--- config.mk ---
export PLATFORM = sky130hd
export DESIGN_NAME = spi_word_slave
export DESIGN_NICKNAME = d
export VERILOG_FILES = /design/src/rtl/spi_word_pkg.sv /design/src/rtl/spi_word_slave_fifo.sv /design/src/rtl/spi_word_slave.sv
export SDC_FILE = /design/constraint.sdc
export NUM_CORES = 1
export LEC_CHECK = 0
export ABC_CLOCK_PERIOD_IN_PS = 5200
export BUFFER_PORTS_ARGS = -buffer_cell sky130_fd_sc_hd__buf_2
export CAP_MARGIN = 20
export CORE_ASPECT_RATIO = 0.8
export CORE_MARGIN = 4
export CORE_UTILIZATION = 69
export CTS_BUF_LIST = sky130_fd_sc_hd__clkbuf_4 sky130_fd_sc_hd__clkbuf_8
export DETAILED_ROUTE_END_ITERATION = 10
export GPL_TIMING_DRIVEN = 0
export PLACE_DENSITY = 0.89
export SLEW_MARGIN = 40
export SYNTH_ARGS = -nofsm -noshare
export SYNTH_HDL_FRONTEND = slang
export SYNTH_SLANG_ARGS = --single-unit
--- constraint.sdc ---
create_clock -name clk -period 5.2 [get_ports clk]
set_input_delay 0.26 -clock clk [delete_from_list [all_inputs] [get_ports clk]]
set_output_delay 0.26 -clock clk [all_outputs]
set_load 0.05 [all_outputs]
--- src/rtl/spi_word_pkg.sv ---
// Shared definitions for the SPI word slave: FSM encoding and the command
// opcodes that the downstream command decoder recognises.
package spi_word_pkg;

  // Framing FSM states
  typedef enum logic [1:0] {
    WAIT_HIGH = 2'd0,
    IDLE      = 2'd1,
    SETUP     = 2'd2,
    SHIFT     = 2'd3
  } spi_state_t;

  // Command opcodes carried in received words
  localparam logic [15:0] ZERO     = 16'h0000;
  localparam logic [15:0] SET_ACC  = 16'h0001;
  localparam logic [15:0] LOAD_ACC = 16'h0002;
  localparam logic [15:0] ADD      = 16'h0003;
  localparam logic [15:0] SUB      = 16'h0004;
  localparam logic [15:0] MUL      = 16'h0005;
  localparam logic [15:0] DIV      = 16'h0006;
  localparam logic [15:0] SUM      = 16'h0007;
  localparam logic [15:0] SUBS     = 16'h0008;
  localparam logic [15:0] END_MARK = 16'hFFFF;

endpackage

--- src/rtl/spi_word_slave_fifo.sv ---
// Small synchronous FIFO with a registered head word, registered valid and
// registered not-full flag. A push into a full FIFO is accepted when a pop
// happens in the same cycle, since the pop frees the slot.
module sync_fifo #(
  parameter int WIDTH = 16,
  parameter int DEPTH = 4
) (
  input  logic             clk,
  input  logic             rst,
  input  logic             push,
  input  logic [WIDTH-1:0] push_data,
  input  logic             pop,
  output logic [WIDTH-1:0] head_data,
  output logic             head_valid,
  output logic             in_ready
);

  localparam int AW = $clog2(DEPTH);
  localparam int CW = $clog2(DEPTH + 1);
  localparam logic [AW-1:0] PTR_ONE   = AW'(1);
  localparam logic [CW-1:0] CNT_ONE   = CW'(1);
  localparam logic [CW-1:0] CNT_FULL  = CW'(DEPTH);
  localparam logic [CW-1:0] CNT_EMPTY = CW'(0);

  logic [WIDTH-1:0] mem_r [DEPTH];
  logic [AW-1:0]    wr_ptr_r;
  logic [AW-1:0]    rd_ptr_r;
  logic [AW-1:0]    rd_ptr_next_s;
  logic [CW-1:0]    count_r;
  logic [CW-1:0]    count_next_s;
  logic             do_pop_s;
  logic             do_push_s;
  logic [WIDTH-1:0] head_next_s;

  // Accept decisions, next occupancy and next head word
  always_comb begin
    do_pop_s  = pop && head_valid;
    do_push_s = push && ((count_r != CNT_FULL) || do_pop_s);
    case ({do_push_s, do_pop_s})
      2'b10:   count_next_s = count_r + CNT_ONE;
      2'b01:   count_next_s = count_r - CNT_ONE;
      default: count_next_s = count_r;
    endcase
    rd_ptr_next_s = do_pop_s ? (rd_ptr_r + PTR_ONE) : rd_ptr_r;
    // The incoming word becomes the head when it lands on the next read slot
    head_next_s = (do_push_s && (wr_ptr_r == rd_ptr_next_s)) ? push_data
                                                             : mem_r[rd_ptr_next_s];
  end

  // Storage array write port
  always_ff @(posedge clk) begin
    if (do_push_s) begin
      mem_r[wr_ptr_r] <= push_data;
    end
  end

  // Pointers, occupancy and registered head/flags
  always_ff @(posedge clk) begin
    if (rst) begin
      wr_ptr_r   <= '0;
      rd_ptr_r   <= '0;
      count_r    <= '0;
      head_data  <= '0;
      head_valid <= 1'b0;
      in_ready   <= 1'b1;
    end else begin
      wr_ptr_r   <= do_push_s ? (wr_ptr_r + PTR_ONE) : wr_ptr_r;
      rd_ptr_r   <= rd_ptr_next_s;
      count_r    <= count_next_s;
      head_data  <= head_next_s;
      head_valid <= (count_next_s != CNT_EMPTY);
      in_ready   <= (count_next_s != CNT_FULL);
    end
  end

endmodule

--- src/rtl/spi_word_slave.sv ---
// SPI slave framing front end: deserialises MOSI words into an RX FIFO and
// serialises TX FIFO words onto MISO, one bit per system clock edge, with
// burst frames, abort detection and a sticky RX overflow flag.
module spi_word_slave
  import spi_word_pkg::*;
#(
  parameter int                WORD_W    = 16,
  parameter bit                LSB_FIRST = 1'b1,
  parameter int                RX_DEPTH  = 4,
  parameter int                TX_DEPTH  = 4,
  parameter int                SS_SETUP  = 1,
  parameter logic [WORD_W-1:0] IDLE_WORD = {WORD_W{1'b1}}
) (
  input  logic              clk,
  input  logic              rst,
  input  logic              ss,
  input  logic              mosi,
  output logic              miso,
  output logic [WORD_W-1:0] rx_data,
  output logic              rx_valid,
  input  logic              rx_ready,
  input  logic [WORD_W-1:0] tx_data,
  input  logic              tx_valid,
  output logic              tx_ready,
  output logic              frame_err,
  output logic              rx_overflow,
  input  logic              err_clr
);

  localparam int CNT_W = $clog2(WORD_W);
  localparam logic [CNT_W-1:0] LAST_BIT   = CNT_W'(WORD_W - 1);
  localparam logic [CNT_W-1:0] CNT_ONE    = CNT_W'(1);
  localparam logic [CNT_W-1:0] CNT_ZERO   = CNT_W'(0);
  localparam logic [1:0]       SETUP_LAST = 2'(SS_SETUP);

  spi_state_t        state_r;
  logic [CNT_W-1:0]  bit_cnt_r;
  logic [1:0]        setup_cnt_r;
  logic [WORD_W-1:0] rx_shift_r;
  logic [WORD_W-1:0] tx_shift_r;
  logic              miso_r;
  logic              frame_err_r;
  logic              rx_push_r;
  logic [WORD_W-1:0] rx_word_r;
  logic              rx_overflow_r;

  logic [CNT_W-1:0]  rx_bit_idx_s;
  logic [WORD_W-1:0] rx_next_s;
  logic              word_done_s;
  logic              word_start_s;
  logic [WORD_W-1:0] tx_load_word_s;
  logic              tx_first_bit_s;
  logic [WORD_W-1:0] tx_load_rest_s;
  logic              tx_next_bit_s;
  logic [WORD_W-1:0] tx_shift_next_s;
  logic              rx_drop_s;

  logic              rx_in_ready_s;
  logic [WORD_W-1:0] tx_head_data_s;
  logic              tx_head_valid_s;
  logic              tx_in_ready_s;

  // Bit steering for RX capture and TX load/advance in the configured order
  always_comb begin
    rx_bit_idx_s = LSB_FIRST ? bit_cnt_r : (LAST_BIT - bit_cnt_r);
    rx_next_s = rx_shift_r;
    rx_next_s[rx_bit_idx_s] = mosi;
    word_done_s  = (state_r == SHIFT) && !ss && (bit_cnt_r == LAST_BIT);
    word_start_s = ((state_r == IDLE) && !ss) || word_done_s;
    tx_load_word_s = tx_head_valid_s ? tx_head_data_s : IDLE_WORD;
    tx_first_bit_s = LSB_FIRST ? tx_load_word_s[0] : tx_load_word_s[WORD_W-1];
    tx_load_rest_s = LSB_FIRST ? {1'b0, tx_load_word_s[WORD_W-1:1]}
                               : {tx_load_word_s[WORD_W-2:0], 1'b0};
    tx_next_bit_s  = LSB_FIRST ? tx_shift_r[0] : tx_shift_r[WORD_W-1];
    tx_shift_next_s = LSB_FIRST ? {1'b0, tx_shift_r[WORD_W-1:1]}
                                : {tx_shift_r[WORD_W-2:0], 1'b0};
    // A completed word is lost only if the FIFO is full and not popping now
    rx_drop_s = rx_push_r && !rx_in_ready_s && !(rx_ready && rx_valid);
  end

  // Framing FSM with registered MISO, abort pulse and RX push strobe
  always_ff @(posedge clk) begin
    if (rst) begin
      state_r     <= WAIT_HIGH;
      bit_cnt_r   <= '0;
      setup_cnt_r <= 2'd0;
      rx_shift_r  <= '0;
      tx_shift_r  <= '0;
      miso_r      <= 1'b0;
      frame_err_r <= 1'b0;
      rx_push_r   <= 1'b0;
      rx_word_r   <= '0;
    end else begin
      frame_err_r <= 1'b0;
      rx_push_r   <= 1'b0;
      case (state_r)
        WAIT_HIGH: begin
          // Never join a select that was already active when we came up
          miso_r    <= 1'b0;
          bit_cnt_r <= CNT_ZERO;
          state_r   <= ss ? IDLE : WAIT_HIGH;
        end
        IDLE: begin
          bit_cnt_r <= CNT_ZERO;
          if (!ss) begin
            tx_shift_r <= tx_load_rest_s;
            miso_r     <= tx_first_bit_s;
            if (SS_SETUP == 0) begin
              rx_shift_r <= rx_next_s;
              bit_cnt_r  <= CNT_ONE;
              state_r    <= SHIFT;
            end else begin
              setup_cnt_r <= 2'd1;
              state_r     <= SETUP;
            end
          end else begin
            miso_r  <= 1'b0;
            state_r <= IDLE;
          end
        end
        SETUP: begin
          if (ss) begin
            miso_r  <= 1'b0;
            state_r <= IDLE;
          end else if (setup_cnt_r == SETUP_LAST) begin
            // Setup window done: this edge already carries bit 0
            rx_shift_r <= rx_next_s;
            bit_cnt_r  <= CNT_ONE;
            tx_shift_r <= tx_shift_next_s;
            miso_r     <= tx_next_bit_s;
            state_r    <= SHIFT;
          end else begin
            setup_cnt_r <= setup_cnt_r + 2'd1;
            state_r     <= SETUP;
          end
        end
        SHIFT: begin
          if (ss) begin
            // Rising select off a word boundary discards the partial word
            frame_err_r <= (bit_cnt_r != CNT_ZERO);
            bit_cnt_r   <= CNT_ZERO;
            miso_r      <= 1'b0;
            state_r     <= IDLE;
          end else if (word_done_s) begin
            rx_shift_r <= rx_next_s;
            rx_word_r  <= rx_next_s;
            rx_push_r  <= 1'b1;
            bit_cnt_r  <= CNT_ZERO;
            tx_shift_r <= tx_load_rest_s;
            miso_r     <= tx_first_bit_s;
            state_r    <= SHIFT;
          end else begin
            rx_shift_r <= rx_next_s;
            bit_cnt_r  <= bit_cnt_r + CNT_ONE;
            tx_shift_r <= tx_shift_next_s;
            miso_r     <= tx_next_bit_s;
            state_r    <= SHIFT;
          end
        end
        default: begin
          miso_r  <= 1'b0;
          state_r <= WAIT_HIGH;
        end
      endcase
    end
  end

  // Sticky overflow flag; a new drop outranks a simultaneous clear
  always_ff @(posedge clk) begin
    if (rst) begin
      rx_overflow_r <= 1'b0;
    end else if (rx_drop_s) begin
      rx_overflow_r <= 1'b1;
    end else if (err_clr) begin
      rx_overflow_r <= 1'b0;
    end else begin
      rx_overflow_r <= rx_overflow_r;
    end
  end

  sync_fifo #(
    .WIDTH (WORD_W),
    .DEPTH (RX_DEPTH)
  ) u_rx_fifo (
    .clk        (clk),
    .rst        (rst),
    .push       (rx_push_r),
    .push_data  (rx_word_r),
    .pop        (rx_ready),
    .head_data  (rx_data),
    .head_valid (rx_valid),
    .in_ready   (rx_in_ready_s)
  );

  sync_fifo #(
    .WIDTH (WORD_W),
    .DEPTH (TX_DEPTH)
  ) u_tx_fifo (
    .clk        (clk),
    .rst        (rst),
    .push       (tx_valid && tx_in_ready_s),
    .push_data  (tx_data),
    .pop        (word_start_s),
    .head_data  (tx_head_data_s),
    .head_valid (tx_head_valid_s),
    .in_ready   (tx_in_ready_s)
  );

  assign miso        = miso_r;
  assign frame_err   = frame_err_r;
  assign rx_overflow = rx_overflow_r;
  assign tx_ready    = tx_in_ready_s;

endmodule
# Word level (Yosys, flattened, before mapping)

Memories as Yosys holds them, arrays and structs flattened. A register that Yosys moved wholly into a read port is not among the register bits.
Cells that the tools add are included.

$add $sub $neg: 10
Order comparisons: 2
Eq/ne operators: 19
Mux-type cells: 46
Bitwise logic cells: 2
Reductions and logical operators: 33

Operators with widths:

| kind                | number |
|---|---|
| $mux 16             | 8 |
| $pmux 16 s3         | 1 |
| $pmux 16 s2         | 1 |
| $bwmux 16           | 1 |
| $mux 2              | 8 |
| $mux 4              | 4 |
| $mux 1              | 15 |
| $mux 15             | 1 |
| $ne 3x3->1 const B  | 5 |
| $pmux 3 s2          | 2 |
| $pmux 4 s3          | 1 |
| $logic_and 1x1->1   | 11 |
| $add 2x1->2 const B | 5 |
| $ne 2x2->1 const B  | 5 |
| $reduce_bool 3->1   | 3 |
| $eq 2x1->1 const B  | 4 |
| $eq 2x2->1 const B  | 4 |
| $pmux 2 s4          | 1 |
| $reduce_and 4->1    | 2 |
| $add 3x1->3 const B | 2 |
| $reduce_bool 2->1   | 3 |
| $reduce_or 3->1     | 2 |
| $sub 3x1->3 const B | 2 |
| $lt 4x5->1 const B  | 1 |
| 15 further kinds    | 20 |

Bits in registers: 78
RAM bits: 128
Bits of input ports: 23
Output and inout port bits: 21
Memories: 2

Memory list:

| memory          | depth | width | read ports | clocked after memory_dff | wr ports | RTL line                  | RTL |
|---|---|---|---|---|---|---|---|
| u_rx_fifo.mem_r | 4     | 16    | 1          | 1                        | 1        | spi_word_slave_fifo.sv:25 | `logic [WIDTH-1:0] mem_r [DEPTH];` |
| u_tx_fifo.mem_r | 4     | 16    | 1          | 1                        | 1        | spi_word_slave_fifo.sv:25 |  |

# Depth between registers and ports, before layout

Gate-level depths: netlist of run 1.

Word-level depth: 10
Mapped depth: 11
Depth with buffers taken out: 10

# By module

A second synthesis of run 1 with hierarchy kept.

Cell total of the unflattened synthesis: 695
Area, all modules: 9,718.1 µm²

By module, submodules not included:

| module                 | instances | cells each | area an instance (µm²) | sequential area each (µm²) |
|---|---|---|---|---|
| sync_fifo at u_tx_fifo | 1         | 200        | 3,473.3                | 2,422.3 |
| sync_fifo at u_rx_fifo | 1         | 197        | 3,448.3                | 2,422.3 |
| spi_word_slave         | 1         | 298        | 2,796.4                | 1,161.1 |

# Least setup slack after synthesis of run 1

OpenSTA, ideal clock, no wires.

Kind: reg2reg
From: register bit_cnt_r[0]
To: register u_tx_fifo.in_ready
Library setup time: 0.130 ns
Arrival: 2.463 ns
Setup slack: 2.606 ns
Stages on the path, launching flop included: 10
Clock period less this slack: 2.594 ns
Cell sequence: dfxtp_1 > ha_1 > nand3_2 > buf_6 > a211oi_4 > inv_1 > fa_1 > nor3b_1 > or4_1 > nand3b_1

Word-level cells in the longest chain between the ends: 9
Elaborated cells between the ends (all ways): 10
Those cells by class: 4 x eq/ne; 1 x mux; 5 x reduce/logical

Ends and longest elaborated chain:

| element                                  | RTL line                  | RTL |
|---|---|---|
| start: declaration                       | spi_word_slave.sv:37      | `logic [CNT_W-1:0] bit_cnt_r;` |
| start signal: assignment                 | spi_word_slave.sv:154     | `bit_cnt_r <= bit_cnt_r + CNT_ONE;` |
| $eq 4x4->1 (*)                           | spi_word_slave.sv:68      | `word_done_s = (state_r == SHIFT) && !ss && (bit_cnt_r == LAST_BIT);` |
| $logic_and 1x1->1 (*)                    | spi_word_slave.sv:68      |  |
| $logic_or 1x1->1 (*)                     | spi_word_slave.sv:69      | `word_start_s = ((state_r == IDLE) && !ss) \|\| word_done_s;` |
| $logic_and 1x1->1 (*)                    | spi_word_slave_fifo.sv:37 | `do_pop_s = pop && head_valid;` |
| $logic_or 1x1->1                         | spi_word_slave_fifo.sv:38 | `do_push_s = push && ((count_r != CNT_FULL) \|\| do_pop_s);` |
| $logic_and 1x1->1                        | spi_word_slave_fifo.sv:38 |  |
| $eq 2x1->1 or $eq 2x2->1 (tied branches) | spi_word_slave_fifo.sv:39 | `case ({do_push_s, do_pop_s})` |
| $pmux 3 s2 (*)                           | spi_word_slave_fifo.sv:39 |  |
| $ne 3x3->1 (*)                           | spi_word_slave_fifo.sv:72 | `in_ready <= (count_next_s != CNT_FULL);` |
| end signal: assignment                   | spi_word_slave_fifo.sv:72 |  |
| end: declaration                         | spi_word_slave_fifo.sv:15 | `output logic in_ready` |

Every way passes the cells marked *; elsewhere a longest branch is shown, timed or not.
A chain may end at the register's enable or synchronous reset.

# Worst setup path after layout of run 1

Same ends and word-level chain as after synthesis.

==> results.yml, run 1 <==
status:
  status: "complete, no violations"
clocking:
  clock_sinks: 236
  cts_root_buf: "clkbuf_8"
  cts.path.max_buffers: 3
  cts_buffers: 35
  insertion_delay_ns: 0.51
  clk_pin_slew_ns: 0.06
  htree_levels: 2
  tritoncts: "done"
  postCtsResizedCells: 0
die:
  core_area_um2: 14490
  dieArea_um2: 17010
  ios: 44
  rows: 39
  dieHeight_um: 117.5
  initial_utilization_pct: 71.30
  dieWidth_um: 144.8
route:
  dr_wl_met2_mm: 11.68
  vias: 7359
  dr_wl_met3_mm: 2.394
  wirelength_met1_mm: 10.02
  viasPerCell: 6.553
  ant_nets: 0
  first_pass_iters: 5
  wirelength_mm: 24.56
  drc: 0
  top_layer_used: "met4"
  drtIter0Drc: 699
  wl_per_cell_um: 21.87
logic_synthesis:
  synth.avg_cell_area_um2: 12.60
  synthDistinctLibCells: 53
  async_reset_ff_share_pct: 0
  synth.cell_area_um2: 10330
  synthMuxAreaShare_pct: 14.00
  synth_fa_ha_area_share_pct: 1.961
  synthCells: 820
  synth_top_family_by_area: "multiplexers"
  synth-edff-count: 128
  synth_xor_area_share_pct: 1.441
  synth-compound-area-share_pct: 10.90
  ys_ff_latch: 236
  yosys_warnings: 0
  synth_nets: 858
  synth_simple_gate_area_share_pct: 10.15
  synth_flop_cell: "edfxtp_1"
  ys_seq_area_share_pct: 58.12
worst_setup_path:
  worstSetupEndpointType: "flip-flop"
  cp_num_buf_inv: 2
  crit_family: "simple AND/OR/NAND/NOR gates"
  crit_path_cell_trace: "ha_1 -> nand3_2 -> buf_6 -> a211oi_4 -> inv_1 -> fa_1 -> nor3b_1 -> or4_1 -> nand3b_1"
  slowest_delay_ns: 0.57
  worstSetupPathType: "flip-flop to flip-flop"
  cp-startpoint: "bit_cnt_r[0]$_SDFFE_PP0P_"
  crit_path_max_fanout: 9
  reg2reg_depth: 9
  cp.depth: 9
  crit-reg2reg-launch: "bit_cnt_r[0]$_SDFFE_PP0P_"
  arrival_ns: 3.35
  startpoint_type: "flip-flop"
  crit_slowest_cell: "or4_1"
  required_ns: 5.56
place:
  post-dp-hpwl_mm: 15.88
  gp_congestion: 0.9099
  portBuffers: 41
sta:
  tightest_slew_ns: 0.8350
  rsz0062_at_grt: "no"
  hold_violations: 0
  fin_skew_ns: 0.02011
  setup_viol: 0
  whs_ns: 0.07063
  fin_crit_ns: 2.996
  tns_ns: 0
  max_slew_margin_pct: 44.15
  post-route-period-util_pct: 57.62
  fmax_mhz: 333.8
  slew_viol_final: 0
hold_path:
  min_path_cells: 4
  hold_path.startpoint: "err_clr"
  min_path_type: "input pin to flip-flop"
power_and_ir_drop:
  internal-power_w: 0.002991
  p_leak_nw: 4.143
  p_per_area_nw_per_um2: 338.0
  ir_drop_mv: 0.2495
  p_sw_share_pct: 24.02
  p_sw_w: 0.0009456
  clock_power_share_pct: 38.2
  seqPwrFrac_pct: 52.4
  pwr-share-comb_pct: 9.4
job:
  drv_cap: 0
cells_and_area:
  area_growth_pct: 12.71
  nets: 952
  diodes: 0
  drive_gt1_share_pct: 23.75
  fillCellCount: 778
global_route:
  grt_pass1_wl_mm: 38.83
  antenna_found_initial: 0
  track_usage_pct: 28.95
  grt-ovfl-total: 0
  grt_max_degree: 17
  first_global_vias: 7396
[cell families after synthesis]
kind of cell,after synthesis
AO/OA/AOI/OAI,170
XOR/XNOR,13
adder cells (fa/ha/maj),15
buffers and inverters,80
flip-flops,236
multiplexers,100
AND/OR/NAND/NOR,206
[stage by stage]
| step | utilization (%) | power [W] | setup WS, ns | instance area (µm²) | std cells |
|---|---|---|---|---|---|
| global placement | 74.31 | 0.002422 | 2.339 | 10770 | 1045 |
| finish | 80.37 | 0.003937 | 2.204 | 11650 | 1123 |
| detailed placement | 74.32 | 0.002447 | 2.246 | 10770 | 1045 |
| floorplan | - | 0.002344 | 2.606 | 10330 | 820 |
| CTS | 80.32 | 0.003921 | 2.229 | 11640 | 1123 |
| global route | 80.37 | 0.004064 | 2.031 | 11650 | 1123 |
[path summary, 6_finish.rpt]
path / end / slack, ns
worst max-delay path: u_tx_fifo.in_ready$_SDFF_PP1_ / 2.20
worst min-delay path: rx_overflow$_SDFFE_PP0P_ / 0.07
worst max register to register: u_tx_fifo.in_ready$_SDFF_PP1_ / 2.20
worst min register to register: tx_shift_r[7]$_SDFFE_PP0P_ / 0.47
[layout make-up]
cell class              instances  area, µm²  share of cell area, %
clock buffers                  54      661.9                  5.683
inverters                      21      78.83                 0.6768
flip-flops and latches        236       6006                  51.56
repair buffers                 57      365.4                  3.137
clock inverters                 8      46.29                 0.3975
well taps                     184      230.2                  1.977
plain buffers                  59      276.5                  2.374
multi-input cells             504       3983                  34.19
[layout by cell type (no fill, tap or decap), types with 8 or more instances in the layout]
cell type / synthesis / routed
edfxtp_1: 128 / 128
dfxtp_1: 108 / 108
nor2_1: 61 / 61
a21oi_1: 55 / 55
buf_2: 11 / 52
nand2_1: 51 / 51
clkbuf_8: 0 / 41
a211oi_1: 37 / 37
clkbuf_1: 35 / 35
mux2i_1: 34 / 34
mux2_2: 33 / 33
mux4_2: 32 / 32
o211ai_1: 30 / 30
nor3_1: 27 / 27
o21ai_0: 25 / 25
inv_1: 20 / 20
nand3b_1: 18 / 18
dlygate4sd3_1: 0 / 16
ha_1: 13 / 13
clkbuf_4: 0 / 13
a21oi_2: 10 / 10
nor3_2: 10 / 10
nand3_1: 9 / 9
xnor2_1: 9 / 9
and2_2: 0 / 8
[Yosys cell counts, types with 11 or more instances]
master | instances | share of area (%)
nor3_1 | 27 | 1.3
nand3b_1 | 18 | 1.3
nor2_1 | 61 | 2.2
edfxtp_1 | 128 | 37
buf_2 | 11 | 0.53
clkbuf_1 | 35 | 1.3
mux2_2 | 33 | 3.6
a21oi_1 | 55 | 2.7
dfxtp_1 | 108 | 21
a211oi_1 | 37 | 2.7
o211ai_1 | 30 | 2.2
o21ai_0 | 25 | 1.2
mux4_2 | 32 | 7.0
mux2i_1 | 34 | 3.3
ha_1 | 13 | 1.6
and2_1 | 12 | 0.73
inv_1 | 20 | 0.73
nand2_1 | 51 | 1.9
[power groups by stage]
| stage | Sequential [W] | Clock, W | Combinational [W] |
|---|---|---|---|
| floorplan | 0.00209 | 0 | 0.000255 |
| global placement | 0.00209 | 0 | 0.000327 |
| detailed placement | 0.00210 | 0 | 0.000346 |
| CTS | 0.00206 | 0.00150 | 0.000360 |
| global route | 0.00207 | 0.00160 | 0.000401 |
| finish | 0.00206 | 0.00150 | 0.000370 |
[per-layer routing]
layer	GRT usage (%)	up-vias
li1	-	3242
met1	42.48	3641
met2	44.79	426
met3	5.808	50
met4	7.517	0
met5	0	-
[worst min-delay path: cells and delay by family]
kind | cells | cell delay, ns
and+or+nand+nor | 1 | 0.09
AOI/OAI and AO/OA | 1 | 0.05
buffers and inverters | 2 | 0.13
[state kept, by name, indices dropped and copies added, names as in the netlist, 3 cells and up]
name                 cells
u_tx_fifo.head_data     16
u_tx_fifo.count_r        3
rx_word_r               16
tx_shift_r              15
rx_shift_r              15
u_rx_fifo.head_data     16
u_rx_fifo.count_r        3
bit_cnt_r                4
u_rx_fifo.mem_r         64
u_tx_fifo.mem_r         64
[what timing repair did]
action	in CTS	in global routing
endpoints found under the setup margin	0	0
hold buffers	16	0
hold endpoints to repair	64	0
setup buffers	0	0
No activity file was read; power rests on OpenSTA's default activity.
==> run 2, diff against run 1 <==
ABC_CLOCK_PERIOD_IN_PS = 2890   (was 5200)
CORE_UTILIZATION = 64   (was 69)
PLACE_DENSITY = 0.83   (was 0.89)
clock period = 2.89 ns   (was 5.2 ns; I/O delays follow)
==> run 2 against run 1 <==
Compared with the run above: utilization decreased by 5.8 points; setup slack got worse by 2.0 ns; sequential cell count unchanged; first-iteration DRC count decreased by 14%; clock power increased by 94%; clock skew increased by 0.017 ns; power increased by 85%; cell count increased by 3.2%; sequential power increased by 80%; combinational power increased by 76%.
==> results.yml, run 2 (synthesis results as in run 1) <==
status:
  status: "complete, no violations"
clocking:
  clock_sinks: 236
  htree_levels: 2
  cts_root_buf: "clkbuf_8"
  clk_pin_slew_ns: 0.06
  cts.path.max_buffers: 3
  insertion_delay_ns: 0.55
  cts_buffers: 36
  tritoncts: "done"
global_route:
  top_usage_layer: "met2"
  first_global_vias: 7273
  track_usage_pct: 26.24
  use_met2_pct: 39.58
  use_met1_pct: 38.52
  grt_pass1_wl_mm: 37.38
  grt_max_degree: 17
  antenna_found_initial: 0
  grt-ovfl-total: 0
  grt_use_met3_pct: 5.281
place:
  post-dp-hpwl_mm: 15.54
  portBuffers: 41
  gp_congestion: 0.8779
  dpl-instance-area_um2: 10820
  place_ws_ns: -0.04057
sta:
  setup_viol: 0
  whs_ns: 0.1639
  max_slew_margin_pct: 46.76
  tightest_slew_ns: 0.7986
  worst_slack_ns: 0.1774
  post-route-period-util_pct: 93.86
  fin_skew_ns: 0.03752
  hold_violations: 0
  rsz0062_at_grt: "no"
  slew_viol_final: 0
  fin_crit_ns: 2.713
  fmax_mhz: 368.6
power_and_ir_drop:
  p_per_area_nw_per_um2: 617.1
  p_total_w: 0.007272
  ir_drop_mv: 0.3936
  p_leak_nw: 4.183
worst_setup_path:
  crit_path_max_fanout: 9
  reg2reg_depth: 9
  worstSetupPathType: "flip-flop to flip-flop"
  required_ns: 3.27
  worstSetupEndpointType: "flip-flop"
  arrival_ns: 3.09
  startpoint_type: "flip-flop"
cells_and_area:
  fin_area_um2: 11780
  diodes: 0
  drive_gt1_share_pct: 24.26
  area_growth_pct: 14.03
  final_cell_mix: "edfxtp_1 (128), dfxtp_1 (106), nor2_1 (61), a21oi_1 (55), buf_2 (52)"
  nets: 955
  largestRegisters: "u_rx_fifo.mem_r x64, u_tx_fifo.mem_r x64"
  final_common_cell: "edfxtp_1"
  final_util_pct: 74.58
route:
  viasPerCell: 6.243
  wirelength_mm: 23.49
  first_pass_iters: 5
  wl_per_cell_um: 20.27
  drc: 0
  drtIter0Drc: 602
  ant_nets: 0
  vias: 7236
die:
  ios: 44
  dieArea_um2: 18260
  initial_utilization_pct: 65.40
  rows: 41
  dieHeight_um: 121.7
  dieWidth_um: 150.1
  core_area_um2: 15800
hold_path:
  min_path_type: "input pin to flip-flop"
  min_path_cells: 5
job:
  drv_cap: 0
[run 2: final timing paths]
kind / slack (ns) / end / from
worst max-delay path: 0.18 / u_tx_fifo.in_ready$_SDFF_PP1_ / bit_cnt_r[0]$_SDFFE_PP0P_
worst min-delay path: 0.16 / rx_overflow$_SDFFE_PP0P_ / rx_ready
worst min register to register: 0.46 / tx_shift_r[7]$_SDFFE_PP0P_ / tx_shift_r[7]$_SDFFE_PP0P_
worst max register to register: 0.18 / u_tx_fifo.in_ready$_SDFF_PP1_ / bit_cnt_r[0]$_SDFFE_PP0P_
[run 2: layout make-up]
type	count	area, µm²
flip-flops and latches	236	6008
plain buffers	59	276.5
inverters	21	78.83
clock inverters	12	111.4
fillers	1018	4016
clock buffers	53	654.4
well taps	215	269.0
multi-input cells	504	4003
repair buffers	59	382.9
[run 2: layer usage]
| layer | wire length, µm | vias to the layer above |
|---|---|---|
| met5 | 0 | - |
| met4 | 433 | 0 |
| met3 | 2067 | 43 |
| met2 | 10810 | 366 |
| met1 | 10180 | 3573 |
| li1 | - | 3254 |
[run 2: stage by stage]
stage	setup TNS, ns	std cells
finish	0	1159
global route	0	1159
CTS	0	1158
detailed placement	-0.04057	1076
global placement	0	1076
floorplan	0	820
[run 2: critical path, stage by stage, from the launching register on]
cell,delay (ns)
dfxtp_2,0.41
ha_4,0.19
nand3_2,0.10
buf_6,0.16
a211oi_4,0.25
inv_1,0.09
fa_1,0.44
nor3b_1,0.17
or4_1,0.57
nand3b_1,0.21
[run 2: repair_timing]
action | in CTS | in global routing
pin swaps | 0 | 1
hold buffers | 17 | 0
endpoints found under the setup margin | 1 | 2
resized for setup | 2 | 2
hold endpoints to repair | 79 | 0
buffers inserted | 0 | 1
[run 2: where the power goes]
part / leakage [nW] / total, W / internal (W) / switching, W
logic: 1.57 / 0.000651 / 0.000270 / 0.000381
clock network: 0.403 / 0.00291 / 0.00164 / 0.00127
registers: 2.21 / 0.00371 / 0.00365 / 0.0000610
==> run 3, diff against run 2 <==
MAX_ROUTING_LAYER = met4   (was default)
==> run 3 against run 2 <==
Compared with the run above: worst hold slack worse by 0.022 ns; clock power down 5%; clock skew down 0.0093 ns; global-route usage up 0.71 points; clock-buffer cell count up 1; critical path depth unchanged; combinational power about the same; setup slack better by 0.014 ns; sequential power about the same; routed wire length down 0.67%; utilization down 0.23 points; critical endpoint unchanged.
==> results.yml, run 3 (synthesis results as in run 1) <==
route:
  wl_per_cell_um: 20.15
  dr_wl_met3_mm: 1.960
  top_layer_used: "met4"
  drc: 0
  viasPerCell: 6.168
  drtIter0Drc: 625
  wirelength_mm: 23.33
  dr_wl_met2_mm: 11.00
  wirelength_met1_mm: 9.975
  ant_nets: 0
  first_pass_iters: 6
  vias: 7142
cells_and_area:
  nets: 954
  diodes: 0
  area_growth_pct: 13.68
  fillCellCount: 1057
  final_util_pct: 74.35
  final_cell_mix: "edfxtp_1 (128), dfxtp_1 (106), nor2_1 (61), a21oi_1 (55), buf_2 (52)"
  largestRegisters: "u_rx_fifo.mem_r x64, u_tx_fifo.mem_r x64"
  final_common_cell: "edfxtp_1"
  drive_gt1_share_pct: 24.50
power_and_ir_drop:
  p_total_w: 0.007131
  p_sw_share_pct: 23.75
  p_per_area_nw_per_um2: 607.0
  seqPwrFrac_pct: 52.1
  p_sw_w: 0.001694
  internal-power_w: 0.005437
  ir_drop_mv: 0.3855
  p_leak_nw: 4.164
  clock_power_share_pct: 38.8
  pwr-share-comb_pct: 9.2
worst_setup_path:
  reg2reg_depth: 9
  worstSetupEndpointType: "flip-flop"
  worstSetupPathType: "flip-flop to flip-flop"
  required_ns: 3.26
  crit-reg2reg-launch: "bit_cnt_r[0]$_SDFFE_PP0P_"
  startpoint_type: "flip-flop"
  reg2reg_slack_ns: 0.19
  cp-startpoint: "bit_cnt_r[0]$_SDFFE_PP0P_"
  rr_endpoint: "u_tx_fifo.in_ready$_SDFF_PP1_"
  crit_path_max_fanout: 9
  arrival_ns: 3.06
sta:
  fmax_mhz: 370.5
  tightest_slew_ns: 0.8133
  fin_crit_ns: 2.699
  fin_skew_ns: 0.02821
  max_slew_margin_pct: 45.78
  hold_violations: 0
  post-route-period-util_pct: 93.39
  slew_viol_final: 0
  setup_viol: 0
  worst_slack_ns: 0.1910
  rsz0062_at_grt: "no"
hold_path:
  min_path_cells: 5
  min_path_type: "input pin to flip-flop"
  hold_path.startpoint: "ss"
  hold_end: "setup_cnt_r[1]$_SDFFE_PP0P_"
clocking:
  insertion_delay_ns: 0.54
  cts.path.max_buffers: 3
  clk_pin_slew_ns: 0.07
  tritoncts: "done"
  cts_root_buf: "clkbuf_8"
  cts_buffers: 35
  clock_sinks: 236
  htree_levels: 2
global_route:
  first_global_vias: 7250
  grt_pass1_wl_mm: 37.30
  grt_max_degree: 17
  track_usage_pct: 26.95
  grt-ovfl-total: 0
  antenna_found_initial: 0
die:
  ios: 44
  rows: 41
  dieArea_um2: 18260
  dieWidth_um: 150.1
  core_area_um2: 15800
  dieHeight_um: 121.7
  initial_utilization_pct: 65.40
place:
  portBuffers: 41
  post-dp-hpwl_mm: 15.86
  gp_congestion: 0.8875
  place_ws_ns: -0.02632
status:
  status: "complete, no violations"
job:
  drv_cap: 0
-- run 3: critical path, stage by stage (launching register included) --
cell      delay [ns]
dfxtp_2         0.41
ha_4            0.20
nand3_2         0.11
buf_6           0.16
a211oi_4        0.23
inv_1           0.08
fa_1            0.43
nor3b_1         0.17
or4_1           0.56
nand3b_1        0.20
-- run 3: worst max-delay path by stage --
stage / endpoint / cells past startpoint
6_report: u_tx_fifo.in_ready$_SDFF_PP1_ / 9
5_1_grt: u_tx_fifo.in_ready$_SDFF_PP1_ / 9
4_1_cts: u_tx_fifo.in_ready$_SDFF_PP1_ / 9
3_5_place_dp: u_tx_fifo.in_ready$_SDFF_PP1_ / 9
3_3_place_gp: u_tx_fifo.in_ready$_SDFF_PP1_ / 9
2_1_floorplan: u_tx_fifo.in_ready$_SDFF_PP1_ / 9
-- run 3: metal layers --
metal,up-vias,GRT usage [%]
li1,3254,-
met1,3512,37.21
met2,330,41.46
met3,46,5.281
met4,0,7.714
met5,-,-
-- run 3: repair_timing --
item | CTS | global route
hold buffers | 17 | 0
endpoints found under the setup margin | 1 | 3
pin swaps | 0 | 1
buffers inserted | 0 | 1
hold endpoints to repair | 77 | 0
gates resized for setup | 2 | 3
-- run 3: per-stage QoR --
stage	setup TNS, ns	hold WS (ns)	cell area (µm²)	cells
finish	0	0.1420	11750	1158
global route	0	0.1407	11750	1158
CTS	0	0.1096	11710	1157
detailed placement	-0.02632	0.3791	10820	1076
global placement	0	0.3728	10810	1076
floorplan	0	0.2434	10330	820
-- run 3: cell type report --
| type | instances | area (µm²) | share of cell area (%) |
|---|---|---|---|
| sequential | 236 | 6008 | 51.15 |
| multi-input combinational | 504 | 4008 | 34.11 |
| clock buffer | 54 | 643.1 | 5.475 |
| timing repair buffer | 59 | 382.9 | 3.259 |
| buffer | 59 | 276.5 | 2.354 |
| tap | 215 | 269.0 | 2.290 |
| clock inverter | 10 | 81.33 | 0.6923 |
| inverter | 21 | 78.83 | 0.6710 |
-- run 3: power by group through the flow --
stage	Combinational (W)	Sequential, W	Clock, W
after CTS	0.000643	0.00371	0.00279
after detailed placement	0.000620	0.00378	0
after floorplan	0.000458	0.00376	0
after global routing	0.000714	0.00372	0.00295
after global placement	0.000593	0.00377	0
final	0.000653	0.00371	0.00277
